## config.mk

```make
export PLATFORM = sky130hd
export DESIGN_NAME = if_id_queue
export DESIGN_NICKNAME = d
export VERILOG_FILES = /design/src/rtl/if_id_queue.sv
export SDC_FILE = /design/constraint.sdc
export NUM_CORES = 1
export LEC_CHECK = 0
export BUFFER_PORTS_ARGS = -buffer_cell sky130_fd_sc_hd__buf_4
export CAP_MARGIN = 20
export CORE_MARGIN = 2
export CORE_UTILIZATION = 47
export DETAILED_ROUTE_END_ITERATION = 8
export PLACE_DENSITY = 0.76
export SLEW_MARGIN = 10
export SYNTH_ARGS = -nofsm -noshare
export SYNTH_HDL_FRONTEND = slang
export SYNTH_SLANG_ARGS = --single-unit
```

## constraint.sdc

```tcl
create_clock -name clk -period 5.4 [get_ports clk]
set_input_delay 0 -clock clk [delete_from_list [all_inputs] [get_ports clk]]
set_output_delay 0 -clock clk [all_outputs]
set_load 0.05 [all_outputs]
```

## src/rtl/if_id_queue.sv

```systemverilog
// IF/ID decoupling queue: a DEPTH-entry circular buffer of {pc, instr} pairs
// between fetch and decode, with a valid/ready handshake on each side and a
// synchronous flush for taken branches and jumps.
// Optional macro IF_ID_BYPASS_EN adds a zero-latency pass-through when the
// queue is empty.
module if_id_queue #(
    parameter int unsigned DEPTH     = 2,
    parameter logic [31:0] NOP_INSTR = 32'h0000_0013
) (
    input  logic                     clk,
    input  logic                     rst,
    input  logic                     flush,
    input  logic                     in_valid,
    input  logic [31:0]              in_pc,
    input  logic [31:0]              in_instr,
    output logic                     in_ready,
    output logic                     out_valid,
    output logic [31:0]              out_pc,
    output logic [31:0]              out_instr,
    input  logic                     out_ready,
    output logic [$clog2(DEPTH):0]   count
);

    localparam int unsigned AW = $clog2(DEPTH);
    localparam int unsigned CW = AW + 1;

    typedef struct packed {
        logic [31:0] pc;
        logic [31:0] instr;
    } entry_t;

    entry_t        mem_q [DEPTH];
    logic [AW-1:0] rd_ptr_q, rd_ptr_d;
    logic [AW-1:0] wr_ptr_q, wr_ptr_d;
    logic [CW-1:0] cnt_q, cnt_d;

    logic          empty_c;
    logic          push_c;
    logic          pop_c;
    logic          write_c;
    logic          adv_rd_c;
    entry_t        head_c;

    assign empty_c  = (cnt_q == '0);
    assign head_c   = mem_q[rd_ptr_q];

    // Ready depends only on occupancy, so a full queue refuses a push even if
    // decode pops in the same cycle.
    assign in_ready = (cnt_q < CW'(DEPTH));
    assign count    = cnt_q;

`ifdef IF_ID_BYPASS_EN
    logic bypass_c;

    // Empty queue with a valid fetch: present the incoming pair directly.
    assign bypass_c  = empty_c & in_valid & ~flush;
    assign out_valid = ~empty_c | bypass_c;
    assign out_pc    = bypass_c ? in_pc    : (empty_c ? 32'h0     : head_c.pc);
    assign out_instr = bypass_c ? in_instr : (empty_c ? NOP_INSTR : head_c.instr);
    assign push_c    = in_valid & in_ready;
    assign pop_c     = out_valid & out_ready;
    // A bypassed pair consumed in the same cycle never touches storage.
    assign write_c   = push_c & ~(bypass_c & out_ready);
    assign adv_rd_c  = pop_c & ~empty_c;
`else
    assign out_valid = ~empty_c;
    assign out_pc    = empty_c ? 32'h0     : head_c.pc;
    assign out_instr = empty_c ? NOP_INSTR : head_c.instr;
    assign push_c    = in_valid & in_ready;
    assign pop_c     = out_valid & out_ready;
    assign write_c   = push_c;
    assign adv_rd_c  = pop_c;
`endif

    // Next-state for pointers and occupancy; flush overrides any push/pop.
    always_comb begin
        rd_ptr_d = rd_ptr_q;
        wr_ptr_d = wr_ptr_q;
        cnt_d    = cnt_q;
        if (flush) begin
            rd_ptr_d = '0;
            wr_ptr_d = '0;
            cnt_d    = '0;
        end else begin
            if (write_c) begin
                wr_ptr_d = wr_ptr_q + AW'(1);
            end
            if (adv_rd_c) begin
                rd_ptr_d = rd_ptr_q + AW'(1);
            end
            case ({write_c, adv_rd_c})
                2'b10:   cnt_d = cnt_q + CW'(1);
                2'b01:   cnt_d = cnt_q - CW'(1);
                default: cnt_d = cnt_q;
            endcase
        end
    end

    // Pointer and occupancy registers with asynchronous clear.
    always_ff @(posedge clk or negedge rst) begin
        if (!rst) begin
            rd_ptr_q <= '0;
            wr_ptr_q <= '0;
            cnt_q    <= '0;
        end else begin
            rd_ptr_q <= rd_ptr_d;
            wr_ptr_q <= wr_ptr_d;
            cnt_q    <= cnt_d;
        end
    end

    // Entry storage; contents are don't-care until written, so no reset.
    always_ff @(posedge clk) begin
        if (write_c && !flush) begin
            mem_q[wr_ptr_q] <= '{pc: in_pc, instr: in_instr};
        end
    end

    // Occupancy can never exceed the buffer size.
    a_cnt_bound: assert property (@(posedge clk) disable iff (!rst) cnt_q <= CW'(DEPTH));

endmodule

```

==> metrics.cfg <==
[placed_design]
post-place-ws_ns = 3.43
dpl.hpwl_mm = 5.87
port_buffers = 136
gp_congestion = 0.721

[synth]
synth_top_area_share = 0.761
netlist_area_um2 = 5050
avgSynthCellArea_um2 = 17.3
ys_seq_elements = 132
synth_cell_types = 22
ys_top_cells_by_count = edfxtp_1, mux2i_1, nor2_1, buf_2, buf_6
yosysTopAreaCell = edfxtp_1
netlist_instances = 292
syn_nets = 361
async_flop_share = 0.0303
yosys_warnings = 0
synth_edf_count = 128
yosysSeqAreaShare = 0.780
synthMostInstantiatedCell = edfxtp_1
synth_area_leaders = edfxtp_1, mux2i_1, nor2_1
ys.flop_type = edfxtp_1

[cts]
cts_tree = done
cts_sinks = 132
htree_levels = 4
clk_pin_slew_ns = 0.06
numCtsBuffers = 17
clock-root-buffer = clkbuf_8
clock_latency_ns = 0.50
clockBufferDepth = 2

[drt]
detail-route-antenna-nets = 0
detail_route.wirelength_mm = 10.4
drc = 0
drt-initial-drc-count = 201
wl_per_cell_um = 15.8
via_per_inst = 4.82
vias = 3179
drtPass1Iterations = 4

[cells_and_area]
final_core_util = 0.726
drive_gt1_frac = 0.343
fill_cells = 640
nets = 578
area_growth_pct = 49.0

[global_routing]
grt_pass1_vias = 3277
antenna_found_initial = 0
grt_usage = 0.186
grt_first_pass_wirelength_mm = 16.0
grt_start_max_net_pins = 66
grt_remaining_overflow = 0

[sta]
setup_viol = 0
hold_slack_ns = 0.223
rsz0062_at_grt = false
fmax_mhz = 457
maxSlewViolCount = 0
fin_crit_sh = 0.406
tightest_slew_ns = 0.863
hold_violations = 0
period_minus_slack_ns = 2.19
tns_ns = 0
setup_ws_ns = 3.21
relSlewSlack = 0.425
clock_skew_ns = 0.00891

[critical_path]
critical_path.top_delay_family = buffers and inverters
worstSetupStartpointType = flop
worstSetupPathType = reg2out
critPathSlowestCell = buf_4
arrival_ns = 2.19
path_common_cell = buf_4
end_kind = output pin
worstPathMaxFanout = 62
cp_cell_sequence = nor2_4, buf_4, inv_1, nand2_1, buf_4
critPathBufInv = 3
required_ns = 5.40
cpPeakStageDelay_ns = 0.53

[floorplan]
die_area_um2 = 11600
io_pins = 137
core_um2 = 10400
dieWidth_um = 108
initial_core_util = 0.487
fp-row-count = 37
die_h_um = 108

[power_and_ir_drop]
peakVddDrop_v = 0.000252
p_leak_nw = 2.85
finalPower_mw = 2.70
power.density_nw_per_um2 = 359

[outcome]
status = completed

[worst_hold_path]
min_path_type = in2reg

[run]
max_cap_viol_count = 0

==> area by class of cell <==
class	instances	area, um^2	area share
clock buffers	18	418	0.0555
flip-flops and latches	132	3950	0.524
clock inverters	14	175	0.0233
inverters	2	7.51	0.000997
well taps	136	170	0.0226
repair buffers	211	1780	0.236
multi-input cells	145	1030	0.137
diodes	1	2.50	0.000332
==> cells in the final DEF (no fill, tap or decap), types with 2 or more instances in the layout <==
| cell | count |
|---|---|
| buf_4 | 140 |
| edfxtp_1 | 128 |
| dlygate4sd3_1 | 70 |
| mux2i_1 | 64 |
| nor2_1 | 63 |
| clkbuf_16 | 16 |
| inv_6 | 5 |
| nand2_1 | 4 |
| bufinv_16 | 3 |
| dfrtp_1 | 3 |
| inv_1 | 2 |
| xor2_1 | 2 |
| clkinv_4 | 2 |
| clkinvlp_4 | 2 |
==> path summary, 6_finish.rpt <==
kind / start / endpoint / cells past startpoint / slack, ns
setup / recovery: count[1] / out_instr[4] / 5 / 3.21
hold / removal: in_instr[26] / mem_q[0][26] / 2 / 0.22
setup reg to reg: count[1] / mem_q[1][59] / 3 / 3.43
hold reg to reg: wr_ptr_q / wr_ptr_q / 2 / 0.66
max in group asynchronous: rst / rd_ptr_q / 3 / 4.77
min in group asynchronous: rst / wr_ptr_q / 3 / 0.42
==> cell families after synthesis <==
family,after synthesis,share of synthesized area
multiplexers,65,0.130
AND/OR/NAND/NOR,74,0.0607
XOR/XNOR,2,0.00347
AO/OA/AOI/OAI,4,0.00470
buffers and inverters,15,0.0210
flip-flops,132,0.780
==> repair_timing <==
item                      CTS  global route
hold endpoints to repair  136             0
setup buffers               0             0
hold buffers               70             0
gates resized for setup     0             0
==> power by group <==
part | leakage (nW) | internal (mW) | switching, mW
sequential | 1.23 | 1.17 | 0.0191
clock | 0.285 | 0.709 | 0.418
combinational | 1.34 | 0.153 | 0.233
total | 2.85 | 2.03 | 0.670
==> registers in the layout (all words and copies together), names as in the netlist <==
register and flops:
mem_q 128, rd_ptr_q 1, count 2, wr_ptr_q 1
==> through the flow <==
step | area, um^2 | cells
after global routing | 7530 | 658
after detailed placement | 6210 | 555
after global placement | 6210 | 555
final | 7530 | 659
after CTS | 7500 | 657
after floorplan | 5060 | 292
==> per-layer routing <==
layer	routed length [um]	global-route usage	part of all wire
met4	131	0.0705	0.013
met5	0	0	0
met2	5830	0.337	0.56
met3	443	0.0418	0.042
met1	4030	0.215	0.39
(Power assumes the default switching activity.)
